File: config.mk
export PLATFORM = sky130hd
export DESIGN_NAME = uart_word_loader_flat
export DESIGN_NICKNAME = d
export VERILOG_FILES = /design/src/rtl/uart_word_loader_pkg.sv /design/src/rtl/uart_word_loader_if.sv /design/src/rtl/uart_word_loader_rx_event.sv /design/src/rtl/uart_word_loader.sv /design/src/flat_wrapper.sv
export SDC_FILE = /design/constraint.sdc
export NUM_CORES = 1
export LEC_CHECK = 0
export CAP_MARGIN = 10
export CORE_MARGIN = 4
export CORE_UTILIZATION = 57
export CTS_CLUSTER_SIZE = 8
export DETAILED_ROUTE_END_ITERATION = 6
export PLACE_DENSITY = 0.91
export SETUP_SLACK_MARGIN = 0.02
export SYNTH_ARGS = -nofsm -noshare
export SYNTH_HDL_FRONTEND = slang
export SYNTH_SLANG_ARGS = --single-unit
export TNS_END_PERCENT = 100
File: constraint.sdc
create_clock -name clk -period 3 [get_ports clk]
set_clock_uncertainty 0.05 [all_clocks]
set_input_delay 0.75 -clock clk [delete_from_list [all_inputs] [get_ports clk]]
set_output_delay 0.75 -clock clk [all_outputs]
set_load 0.1 [all_outputs]
File: src/rtl/uart_word_loader_pkg.sv
// uart_loader_pkg: shared state encoding, lane count and error-counter helpers for the UART word loader
package uart_loader_pkg;

    typedef enum logic [1:0] {IDLE, COLLECT, WRITE} state_e;

    localparam int         LANES   = 4;
    localparam logic [7:0] ERR_MAX = 8'hFF;

    function automatic logic [7:0] err_inc(input logic [7:0] v);
        return (v == ERR_MAX) ? v : v + 8'd1;
    endfunction

endpackage

File: src/rtl/uart_word_loader_if.sv
// uart_word_loader_if: valid/ready memory write port
//   mem_valid  write request (master -> slave)
//   mem_ready  write accepted (slave -> master)
//   mem_addr   word address
//   mem_wdata  32-bit word data
interface uart_word_loader_if #(parameter int ADDR_W = 10);
    logic              mem_valid;
    logic              mem_ready;
    logic [ADDR_W-1:0] mem_addr;
    logic [31:0]       mem_wdata;

    modport master(output mem_valid, mem_addr, mem_wdata, input mem_ready);
    modport slave (input mem_valid, mem_addr, mem_wdata, output mem_ready);
endinterface

File: src/rtl/uart_word_loader_rx_event.sv
// uart_rx_event: turns the receiver's byte-valid level into a one-cycle byte event
//   clk, rst_n         clock, synchronous active-low reset
//   rx_data_i          receiver byte
//   rx_rdsig_i         receiver byte-valid level
//   rx_dataerror_i     parity error
//   rx_frameerror_i    stop-bit error
//   ev_o               one-cycle byte event
//   data_o, err_o      byte and combined error flag, valid while ev_o is high
module uart_rx_event (
    input  logic       clk,
    input  logic       rst_n,
    input  logic [7:0] rx_data_i,
    input  logic       rx_rdsig_i,
    input  logic       rx_dataerror_i,
    input  logic       rx_frameerror_i,
    output logic       ev_o,
    output logic [7:0] data_o,
    output logic       err_o
);
    logic rdsig_q, armed_q;

    // rdsig resets high so the first post-reset fall is ignored; only a fall
    // preceded by an observed rise counts as a byte
    always_ff @(posedge clk) begin
        if (!rst_n) begin
            rdsig_q <= 1'b1;
            armed_q <= 1'b0;
        end else begin
            rdsig_q <= rx_rdsig_i;
            armed_q <= ev_o ? 1'b0 : (armed_q | (~rdsig_q & rx_rdsig_i));
        end
    end

    assign ev_o   = armed_q & rdsig_q & ~rx_rdsig_i;
    assign data_o = rx_data_i;
    assign err_o  = rx_dataerror_i | rx_frameerror_i;
endmodule

File: src/rtl/uart_word_loader.sv
// uart_word_loader: packs UART bytes into little-endian 32-bit words and writes them to memory
//   clk, rst_n        clock, synchronous active-low reset
//   rx_*_i            receiver byte, byte-valid level, parity/stop-bit errors
//   clear_i           restart: address to BASE_ADDR, counters 0, partial/pending data dropped
//   mem               valid/ready write port (master)
//   word_count_o      words written, saturating
//   err_count_o       bad/dropped bytes, saturating at 255
//   busy_o            word in progress or held byte
//   checksum_o        XOR of written words, only when UART_LOADER_CHECKSUM_EN is defined
module uart_word_loader
    import uart_loader_pkg::*;
#(
    parameter int ADDR_W      = 10,
    parameter int BASE_ADDR   = 0,
    parameter int TIMEOUT_CYC = 4096
) (
    input  logic              clk,
    input  logic              rst_n,
    input  logic [7:0]        rx_data_i,
    input  logic              rx_rdsig_i,
    input  logic              rx_dataerror_i,
    input  logic              rx_frameerror_i,
    input  logic              clear_i,
    uart_word_loader_if.master mem,
    output logic [ADDR_W:0]   word_count_o,
    output logic [7:0]        err_count_o,
    output logic              busy_o
`ifdef UART_LOADER_CHECKSUM_EN
    ,output logic [31:0]      checksum_o
`endif
);
    localparam int TW = $clog2(TIMEOUT_CYC + 1);

    logic              ev, ev_err;
    logic [7:0]        ev_data;
    state_e            state_q, state_d;
    logic [1:0]        idx_q, idx_d;
    logic [31:0]       word_q, word_d;
    logic              hold_v_q, hold_v_d;
    logic [7:0]        hold_q, hold_d;
    logic [ADDR_W-1:0] addr_q, addr_d;
    logic [ADDR_W:0]   wcnt_q, wcnt_d;
    logic [7:0]        ecnt_q, ecnt_d;
    logic [TW-1:0]     tmo_q, tmo_d, tmo_inc;
    logic              hs;

    uart_rx_event u_ev (
        .clk            (clk),
        .rst_n          (rst_n),
        .rx_data_i      (rx_data_i),
        .rx_rdsig_i     (rx_rdsig_i),
        .rx_dataerror_i (rx_dataerror_i),
        .rx_frameerror_i(rx_frameerror_i),
        .ev_o           (ev),
        .data_o         (ev_data),
        .err_o          (ev_err)
    );

    assign hs      = (state_q == WRITE) & mem.mem_ready;
    assign tmo_inc = tmo_q + 1'b1;

    always_ff @(posedge clk) begin
        if (!rst_n) begin
            state_q  <= IDLE;
            idx_q    <= '0;
            word_q   <= '0;
            hold_v_q <= 1'b0;
            hold_q   <= '0;
            addr_q   <= ADDR_W'(BASE_ADDR);
            wcnt_q   <= '0;
            ecnt_q   <= '0;
            tmo_q    <= '0;
        end else begin
            state_q  <= state_d;
            idx_q    <= idx_d;
            word_q   <= word_d;
            hold_v_q <= hold_v_d;
            hold_q   <= hold_d;
            addr_q   <= addr_d;
            wcnt_q   <= wcnt_d;
            ecnt_q   <= ecnt_d;
            tmo_q    <= tmo_d;
        end
    end

    always_comb begin
        state_d  = state_q;
        idx_d    = idx_q;
        word_d   = word_q;
        hold_v_d = hold_v_q;
        hold_d   = hold_q;
        addr_d   = addr_q;
        wcnt_d   = wcnt_q;
        ecnt_d   = ecnt_q;
        tmo_d    = tmo_q;
        if (clear_i) begin
            state_d  = IDLE;
            idx_d    = '0;
            hold_v_d = 1'b0;
            addr_d   = ADDR_W'(BASE_ADDR);
            wcnt_d   = '0;
            ecnt_d   = '0;
            tmo_d    = '0;
        end else if (state_q == WRITE) begin
            // a byte landing in the handshake cycle still goes through the
            // holding register so it seeds the next word
            if (ev) begin
                if (ev_err || hold_v_q) ecnt_d = err_inc(ecnt_q);
                else begin
                    hold_v_d = 1'b1;
                    hold_d   = ev_data;
                end
            end
            if (hs) begin
                addr_d   = addr_q + 1'b1;
                wcnt_d   = (&wcnt_q) ? wcnt_q : wcnt_q + 1'b1;
                state_d  = hold_v_d ? COLLECT : IDLE;
                idx_d    = hold_v_d ? 2'd1 : 2'd0;
                word_d   = {24'h0, hold_d};
                hold_v_d = 1'b0;
                tmo_d    = '0;
            end
        end else if (ev) begin
            if (ev_err) begin
                state_d = IDLE;
                idx_d   = '0;
                ecnt_d  = err_inc(ecnt_q);
            end else begin
                word_d[{idx_q, 3'b000} +: 8] = ev_data;
                idx_d   = idx_q + 1'b1;
                tmo_d   = '0;
                state_d = (idx_q == 2'(LANES - 1)) ? WRITE : COLLECT;
            end
        end else if (state_q == COLLECT) begin
            tmo_d = tmo_inc;
            if (tmo_inc == TW'(TIMEOUT_CYC)) begin
                state_d = IDLE;
                idx_d   = '0;
            end
        end
    end

    assign mem.mem_valid = (state_q == WRITE);
    assign mem.mem_addr  = addr_q;
    assign mem.mem_wdata = word_q;
    assign word_count_o  = wcnt_q;
    assign err_count_o   = ecnt_q;
    assign busy_o        = (state_q != IDLE) | hold_v_q;

`ifdef UART_LOADER_CHECKSUM_EN
    logic [31:0] chk_q;

    always_ff @(posedge clk) begin
        if (!rst_n || clear_i) chk_q <= '0;
        else if (hs) chk_q <= chk_q ^ word_q;
    end

    assign checksum_o = chk_q;
`endif
endmodule

File: src/flat_wrapper.sv
// flat-port wrapper written by rule: the top's interface ports become plain ports
module uart_word_loader_flat import uart_loader_pkg::*;
#(
    parameter int ADDR_W      = 10,
    parameter int BASE_ADDR   = 0,
    parameter int TIMEOUT_CYC = 4096
)
  (clk, rst_n, rx_data_i, rx_rdsig_i, rx_dataerror_i, rx_frameerror_i, clear_i, word_count_o, err_count_o, busy_o, mem_mem_valid, mem_mem_addr, mem_mem_wdata, mem_mem_ready);
  uart_word_loader_if #(.ADDR_W(ADDR_W)) mem_i ();
  input  logic clk;
  input  logic rst_n;
  input  logic [7:0] rx_data_i;
  input  logic rx_rdsig_i;
  input  logic rx_dataerror_i;
  input  logic rx_frameerror_i;
  input  logic clear_i;
  output logic [ADDR_W:0] word_count_o;
  output logic [7:0] err_count_o;
  output logic busy_o;
  output wire logic [$bits(mem_i.mem_valid)-1:0] mem_mem_valid;
  output wire logic [$bits(mem_i.mem_addr)-1:0] mem_mem_addr;
  output wire logic [$bits(mem_i.mem_wdata)-1:0] mem_mem_wdata;
  input wire logic [$bits(mem_i.mem_ready)-1:0] mem_mem_ready;
  assign mem_mem_valid = mem_i.mem_valid;
  assign mem_mem_addr = mem_i.mem_addr;
  assign mem_mem_wdata = mem_i.mem_wdata;
  assign mem_i.mem_ready = mem_mem_ready;
  uart_word_loader #(.ADDR_W(ADDR_W), .BASE_ADDR(BASE_ADDR), .TIMEOUT_CYC(TIMEOUT_CYC)) u_core (.clk(clk), .rst_n(rst_n), .rx_data_i(rx_data_i), .rx_rdsig_i(rx_rdsig_i), .rx_dataerror_i(rx_dataerror_i), .rx_frameerror_i(rx_frameerror_i), .clear_i(clear_i), .mem(mem_i), .word_count_o(word_count_o), .err_count_o(err_count_o), .busy_o(busy_o));
endmodule
==> results.toml, run 1 <==
[critical_path]
r2r_cells = 7
cp.arrival_ns = 2.76
critical_path_class = "in -> reg"
reg2reg_slack_ns = 0.59
reg2reg_to = "u_core.mem.mem_wdata[28]$_SDFFE_PN0P_"
critPathMaxStageDelay_ns = 0.47
crit_path_cell_trace = "clkdlybuf4s50_1 > nand3b_4 > nor4_4 > nand2_1 > a21oi_2 > nand3_1 > a21boi_0"
cpLargestDelayFamily = "simple AND/OR/NAND/NOR gates"
critPathMaxFanout = 9
cpMaxStageDelayCell = "clkdlybuf4s50_1"
crit_buf_inv = 1
crit_required_ns = 3.21
end_kind = "flip-flop"
r2r-start = "u_core.state_q[0]$_SDFFE_PP0P_"
crit_path_start_kind = "primary input"

[power]
leakage_uw = 0.002092
irDropWorstVdd_mv = 0.3200
power_density_nw_per_um2 = 394.4

[final_layout]
diodes = 0
drive_gt1_share_pct = 19.55
fin_area_um2 = 5293
area_growth_pct = 20.51
final_cells = 677
fin_nets = 599

[place]
place_inst = 661
hpwl_um = 7403
io_buffers = 77
detailedPlace.worstSlack_ns = 0.1744
gp_congestion = 0.8072
place_area_um2 = 5100

[global_route]
globalRouteOverflowTotal = 0
grt_pass1_wl_um = 16860
grt_max_degree = 43
antenna_found_initial = 0
grt_pass1_vias = 3731
grt.total_usage_pct = 22.74

[clock_network]
cts_buffer_depth = 2
clock_latency_ns = 0.35
cts.htree.levels = 3
ctsHoldBuffers = 0
cts-resized-gates = 0
cts_buffers = 9
root_buffer = "clkbuf_8"
clkTransAtPathRegs_ns = 0.09
cts_setup_buffers = 0
clkSinkCount = 89
cts_tree = "yes"

[synth]
yosys.area.top_type = "dfxtp_1"
synthArstFlopShare_pct = 0
synth_cells = 500
synth_top_cells_by_area = "dfxtp_1 41%, nand2_1 5.6%, a21boi_0 4.1%"
synth_ff_type = "dfxtp_1"
ys_types = 60
ys_ff_latch = 89
yosys_warnings = 0
netlist_area_um2 = 4392
synth_fp_nets = 526
postSynthAreaPerCell_um2 = 8.783
synth_edf_count = 0
synth_top_area_share_pct = 40.57
yosysSeqAreaShare_pct = 40.57

[detailed_routing]
route.detailed.wl_per_inst_um = 15.12
ant_nets = 0
drt_iter0_drc = 172
remaining_drc_errors = 0
via_per_inst = 5.808
vias = 3932
dr.pass1.iters = 4
wirelength_um = 10240

[outcome]
outcome = "finished clean"

[timing]
worst_pin_slew_ns = 0.7836
finalCriticalPeriod_ns = 2.545
clock.fmax_mhz = 392.9
setup_ws_ns = 0.4551
fin_tns_setup_ns = 0
hold_viol_final = 0
setup_violations = 0
max-slew-margin-rel_pct = 47.63
whs_ns = 0.4204
drv_slew = 0
finalCritPeriodShare_pct = 84.83
rsz0062_at_grt = "no"

[worst_hold_path]
holdCritStartpoint = "u_core.state_q[0]$_SDFFE_PP0P_"
worstHoldEndpoint = "u_core.state_q[0]$_SDFFE_PP0P_"
hold_path_depth = 2
hold_class = "reg -> reg"

[job]
drv_cap = 0

[floorplan]
design.core.area_um2 = 7370
die_y_um = 95.78
num_rows = 31
die-area_um2 = 9173
pin_count = 78
start_util_pct = 59.59
die_w_um = 95.78
-- worst max-delay path by stage --
stage,from,slack (ns),end,cells after the start
after floorplan,u_core.state_q[0]$_SDFFE_PP0P_,0.38,u_core.mem.mem_addr[5]$_SDFFE_PP0P_,10
after global placement,rx_rdsig_i,0.25,u_core.hold_q[6]$_SDFFE_PN0P_,7
after detailed placement,rx_rdsig_i,0.17,u_core.hold_q[6]$_SDFFE_PN0P_,7
after CTS,rx_rdsig_i,0.51,u_core.mem.mem_wdata[28]$_SDFFE_PN0P_,7
after global routing,rx_rdsig_i,0.36,u_core.mem.mem_wdata[29]$_SDFFE_PN0P_,7
final,rx_rdsig_i,0.46,u_core.mem.mem_wdata[28]$_SDFFE_PN0P_,7
-- where the power goes --
| part | leakage [uW] | internal [uW] | switching, uW |
|---|---|---|---|
| combinational | 0.00128 | 37.3 | 51.2 |
| clock | 0.0000971 | 389 | 426 |
| sequential | 0.000717 | 1180 | 1.97 |
-- state kept, by name, indices dropped and copies added (netlist names) --
name,cells
u_core.state_q,2
u_core.idx_q,2
u_core.hold_v_q,1
u_core.tmo_q,13
u_core.mem.mem_addr,10
u_core.u_ev.rdsig_q,1
u_core.word_count_o,11
u_core.mem.mem_wdata,32
u_core.hold_q,8
u_core.u_ev.armed_q,1
u_core.err_count_o,8
-- tightest hold or removal path, cell delays in order, from the launching register on --
cell and delay [ns]:
dfxtp_1 0.32, nand2_1 0.05, mux2i_1 0.05
-- layout by cell type (no fill, tap or decap), types with 11 or more instances in the layout --
cell	netlist	final
buf_4	2	70
nand3_1	35	35
nand2_1	66	66
o21ai_0	15	15
a21boi_0	24	24
ha_1	11	11
dfxtp_1	89	89
nor2_1	41	41
a21oi_1	20	20
xnor2_1	11	11
xor2_1	14	14
mux2i_1	11	11
clkdlybuf4s50_1	0	14
-- Yosys cell counts (all sizes together), types with 5 or more instances --
| master | n |
|---|---|
| nand2b | 8 |
| mux2 | 8 |
| a21boi | 25 |
| nand3 | 35 |
| nor4 | 5 |
| nand2 | 67 |
| and3 | 10 |
| a21oi | 24 |
| ha | 11 |
| nand4 | 9 |
| o21ai | 15 |
| a22oi | 9 |
| a311oi | 5 |
| dfxtp | 89 |
| or3 | 5 |
| mux2i | 11 |
| o211a | 8 |
| nor2 | 42 |
| xor2 | 14 |
| buf | 13 |
| inv | 10 |
| nor2b | 9 |
| clkbuf | 11 |
| nor3 | 10 |
| xnor2 | 11 |
-- logic make-up (layout without fill, tap and decap cells) --
logic type / Yosys count / count (layout) / share of synthesized area (%)
and+or+nand+nor: 215 / 215 / 25.78
AOI/OAI and AO/OA: 106 / 106 / 17.12
DFF: 89 / 89 / 40.57
buffers and inverters: 34 / 112 / 3.618
xor gates and xnor gates: 25 / 25 / 4.986
muxes: 19 / 19 / 4.559
adders and majority gates: 12 / 12 / 3.362
-- per-layer routing --
| layer | vias to the layer above | GRT usage, % | part of all wire (%) |
|---|---|---|---|
| li1 | 1905 | - | - |
| met1 | 1869 | 29.17 | 43 |
| met2 | 142 | 38.22 | 49 |
| met3 | 16 | 5.395 | 7.2 |
| met4 | 0 | 6.280 | 1.4 |
| met5 | - | 0 | 0 |
-- final cells by class --
cell class,instances,area [um^2]
multi-input combinational,377,2451
fill,553,2077
sequential,89,1782
timing repair buffer,86,705.7
clock buffer,10,127.6
tap,99,123.9
clock inverter,6,65.06
inverter,10,37.54
-- metrics by stage --
step           total power (uW)  utilization (%)
2_1_floorplan              1255                -
3_3_place_gp               1299            69.20
3_5_place_dp               1299            69.20
4_1_cts                    2101            71.82
5_1_grt                    2156            71.82
6_report                   2087            71.82
No activity file was read; power rests on OpenSTA's default activity.
==> inputs of run 2 (changes only) <==
Settings changed: CORE_UTILIZATION 57 to 48, PLACE_DENSITY 0.91 to 0.83.
Clock period 3 ns to 2.3 ns, I/O delays scaled along.
==> results.toml, run 2 (synthesis results as in run 1) <==
[clock_network]
cts_buffers = 9
clkTransAtPathRegs_ns = 0.10
cts.htree.levels = 3
cts_tree = "yes"
clock_latency_ns = 0.36
cts_buffer_depth = 2
clkSinkCount = 89
root_buffer = "clkbuf_8"

[timing]
drv_slew = 0
max-slew-margin-rel_pct = 65.79
finalCritPeriodShare_pct = 93.23
setup_violations = 0
clock.fmax_mhz = 466.4
fin_tns_setup_ns = 0
rsz0062_at_grt = "no"
worst_pin_slew_ns = 0.5112
hold_viol_final = 0
finalCriticalPeriod_ns = 2.144

[floorplan]
pin_count = 78
num_rows = 34
die-area_um2 = 10740
start_util_pct = 49.87
design.core.area_um2 = 8806
die_y_um = 103.7
die_w_um = 103.7

[power]
power_density_nw_per_um2 = 483.0
p_int_uw = 2022
leakage_uw = 0.002260
p_sw_uw = 687.8
pwr-share-clk_pct = 37.8
total_power_uw = 2709
irDropWorstVdd_mv = 0.2543
p_seq_share_pct = 57.0
comb_power_share_pct = 5.2
swShare_pct = 25.38

[detailed_routing]
wirelength_um = 10750
ant_nets = 0
dr.pass1.iters = 4
route.detailed.wl_per_inst_um = 14.97
drt_iter0_drc = 144
vias = 3996
remaining_drc_errors = 0
via_per_inst = 5.565

[final_layout]
final_common_cell = "buf_4"
diodes = 0
fin_nets = 631
drive_gt1_share_pct = 25.90
area_growth_pct = 27.72
largest_register_ffs = 32
mostFrequentLayoutCells = "99 x buf_4, 80 x dfxtp_1, 65 x nand2_1, 41 x nor2_1, 35 x nand3_1"

[critical_path]
critPathMaxFanout = 9
cp.arrival_ns = 2.35
end_kind = "flip-flop"
critical_path_class = "in -> reg"
crit_required_ns = 2.51
crit_path_start_kind = "primary input"

[worst_hold_path]
hold_class = "reg -> reg"

[global_route]
antenna_found_initial = 0
grt_pass1_wl_um = 18330
globalRouteOverflowTotal = 0
grt.total_usage_pct = 20.12
grt_max_degree = 46
grt_pass1_vias = 3949

[outcome]
outcome = "finished clean"

[place]
gp_congestion = 0.8184
hpwl_um = 7911
io_buffers = 77

[job]
drv_cap = 0
==> run 2: cell types whose count changed in the layout (fill, tap and decap cells not counted), moves of 2 or more <==
cell	delta
inv_8	+2
buf_12	+3
dfxtp_1	-9
a21oi_2	-2
a21oi_4	+2
dfxtp_2	+9
ha_1	-2
ha_2	+2
buf_4	+29
==> run 2: worst paths after layout <==
check                                                            from                                    end  slack [ns]  cells after the start
worst max-delay path                                       rx_rdsig_i   u_core.mem.mem_wdata[2]$_SDFFE_PN0P_        0.16                      8
worst min-delay path            u_core.mem.mem_wdata[16]$_SDFFE_PN0P_  u_core.mem.mem_wdata[16]$_SDFFE_PN0P_        0.41                      2
worst max register to register           u_core.tmo_q[0]$_SDFFE_PP0P_         u_core.state_q[0]$_SDFFE_PP0P_        0.21                      7
worst min register to register  u_core.mem.mem_wdata[16]$_SDFFE_PN0P_  u_core.mem.mem_wdata[16]$_SDFFE_PN0P_        0.41                      2
==> run 2: layout make-up <==
type | count | area, um^2
Sequential cell | 89 | 1793
Multi-Input combinational cell | 377 | 2474
Inverter | 10 | 37.54
Tap cell | 108 | 135.1
Fill cell | 738 | 3197
Clock buffer | 9 | 123.9
Timing Repair Buffer | 118 | 985.9
Clock inverter | 7 | 60.06
==> run 2: critical path, stage by stage <==
cell and delay [ns]:
clkdlybuf4s50_1 0.45, nand3b_4 0.22, nor4_4 0.16, buf_4 0.22, mux2_2 0.35, a22oi_1 0.17
nand2_1 0.08, o211a_1 0.12
==> run 2: power groups by stage <==
stage	registers, uW	logic [uW]	clock network [uW]
3_5_place_dp	1580	139	0
6_report	1540	141	1020
2_1_floorplan	1590	50.5	0
3_3_place_gp	1580	137	0
5_1_grt	1550	150	1130
4_1_cts	1540	140	1060
==> run 2: metrics by stage <==
stage | hold WS (ns) | worst slack, ns | instances | cell area, um^2 | utilization [%]
3_3_place_gp | 0.3959 | -0.1753 | 702 | 5403 | 61.35
5_1_grt | 0.4517 | 0.01086 | 718 | 5609 | 63.70
4_1_cts | 0.4226 | 0.09967 | 718 | 5587 | 63.44
2_1_floorplan | 0.3847 | 0.05341 | 500 | 4405 | -
3_5_place_dp | 0.4076 | -0.2918 | 702 | 5403 | 61.35
6_report | 0.4146 | 0.1558 | 718 | 5609 | 63.70
==> run 2: repair_timing <==
| action | CTS | global route |
|---|---|---|
| hold buffers | 0 | 0 |
| endpoints found under the setup margin | 0 | 17 |
| resized for setup | 0 | 5 |
| setup buffers | 0 | 0 |
==> run 2: per-layer routing <==
metal / up-vias / wire, um / global-route usage, %
li1: 1970 / - / -
met1: 1879 / 4682 / 24.29
met2: 127 / 5292 / 35.19
met3: 20 / 537 / 4.042
met4: 0 / 235 / 7.787
met5: - / 0 / 0
==> inputs of run 3 (changes only) <==
Settings changed: CORE_ASPECT_RATIO set to 0.6, CORE_MARGIN 4 to 2, SLEW_MARGIN set to 30.
==> results.toml, run 3 (synthesis results as in run 1) <==
[outcome]
outcome = "finished clean"

[final_layout]
drive_gt1_share_pct = 25.82
mostFrequentLayoutCells = "97 x buf_4, 80 x dfxtp_1, 64 x nand2_1, 41 x nor2_1, 35 x nand3_1"
final_common_cell = "buf_4"
area_growth_pct = 30.57
fin_nets = 629
diodes = 0
largest_register_ffs = 32

[detailed_routing]
via_per_inst = 5.667
top_layer = "met4"
ant_nets = 0
dr.pass1.iters = 4
remaining_drc_errors = 0
wirelength_um = 11700
route.detailed.wl_per_inst_um = 16.24
wl_met3_um = 1028
drt_iter0_drc = 299
wl_met2_um = 5149
wl_met1_um = 5390
vias = 4080

[critical_path]
r2r-start = "u_core.tmo_q[0]$_SDFFE_PP0P_"
cpMaxStageDelayCell = "dfxtp_1"
crit_path_cell_trace = "ha_2 > and3_1 > nand4_4 > o31ai_2 > a21oi_1 > nor3_4 > mux2i_1"
crit_path_start_kind = "flip-flop"
crit_required_ns = 2.54
critPathMaxStageDelay_ns = 0.43
critical_path_class = "reg -> reg"
r2r_cells = 7
cp.arrival_ns = 2.38
crit_start = "u_core.tmo_q[0]$_SDFFE_PP0P_"
end_kind = "flip-flop"
critPathMaxFanout = 7

[clock_network]
cts_tree = "yes"
clkSinkCount = 89
ctsHoldBuffers = 0
root_buffer = "clkbuf_16"
cts_buffers = 9
cts.htree.levels = 3
cts_buffer_depth = 2
clkTransAtPathRegs_ns = 0.07
clock_latency_ns = 0.35

[floorplan]
design.core.area_um2 = 8686
die_y_um = 78.09
start_util_pct = 50.56
num_rows = 26
die-area_um2 = 9955
pin_count = 78
die_w_um = 127.5

[timing]
finalCritPeriodShare_pct = 93.41
clock.fmax_mhz = 465.5
rsz0062_at_grt = "no"
worst_pin_slew_ns = 0.5307
fin_tns_setup_ns = 0
max-slew-margin-rel_pct = 64.49
drv_slew = 0
setup_ws_ns = 0.1517
finalCriticalPeriod_ns = 2.148
hold_viol_final = 0
whs_ns = 0.4066
setup_violations = 0

[global_route]
grt_max_degree = 46
grt_pass1_wl_um = 18570
grt_pass1_vias = 3711
grt.total_usage_pct = 23.78
antenna_found_initial = 0
globalRouteOverflowTotal = 0

[power]
power_density_nw_per_um2 = 573.1
total_power_uw = 3286
leakage_uw = 0.002321
irDropWorstVdd_mv = 0.3380

[place]
io_buffers = 77
gp_congestion = 0.8521
hpwl_um = 8434
detailedPlace.worstSlack_ns = -0.3149

[worst_hold_path]
hold_path_depth = 2
hold_class = "reg -> reg"
holdCritStartpoint = "u_core.mem.mem_wdata[16]$_SDFFE_PN0P_"

[job]
drv_cap = 0
run 3: power by group:
group | internal, uW | leakage (uW) | total (uW) | switching [uW]
logic | 64.0 | 0.00144 | 143 | 79.4
registers | 1540 | 0.000722 | 1550 | 2.96
clock network | 961 | 0.000157 | 1600 | 636
run 3: routing by layer:
metal | vias to the layer above | track usage [%]
met4 | 0 | 6.484
li1 | 1969 | -
met2 | 153 | 36.47
met1 | 1942 | 32.29
met5 | - | 0
met3 | 16 | 7.771
run 3: worst paths after layout:
check | endpoint | slack, ns
max reg2reg | u_core.state_q[0]$_SDFFE_PP0P_ | 0.15
min reg2reg | u_core.mem.mem_wdata[16]$_SDFFE_PN0P_ | 0.41
max | u_core.state_q[0]$_SDFFE_PP0P_ | 0.15
min | u_core.mem.mem_wdata[16]$_SDFFE_PN0P_ | 0.41
run 3: worst max-delay path: cells and delay by family (launching register included):
kind / cells / cell delay (ns)
AND/OR/NAND/NOR: 3 / 0.74
flip-flops: 1 / 0.43
AO/OA/AOI/OAI: 2 / 0.36
adder cells (fa/ha/maj): 1 / 0.30
multiplexers: 1 / 0.20
run 3: per-stage QoR:
step                area (um^2)  std cells  utilization, %
CTS                        5709        719           65.73
global route               5734        720           66.02
detailed placement         5385        703           62.00
finish                     5734        720           66.02
global placement           5385        703           62.00
floorplan                  4405        500               -
run 3: area by class of cell:
type | count | area, um^2
Clock buffer | 9 | 225.2
Clock inverter | 7 | 98.84
Fill cell | 695 | 2952
Inverter | 10 | 37.54
Multi-Input combinational cell | 377 | 2469
Sequential cell | 89 | 1793
Tap cell | 112 | 140.1
Timing Repair Buffer | 116 | 970.9
run 3: timing repair:
item / CTS / global route
endpoints found under the setup margin: 0 / 34
buffers inserted: 0 / 1
endpoints found under the hold margin: 0 / 0
gates resized for setup: 0 / 10
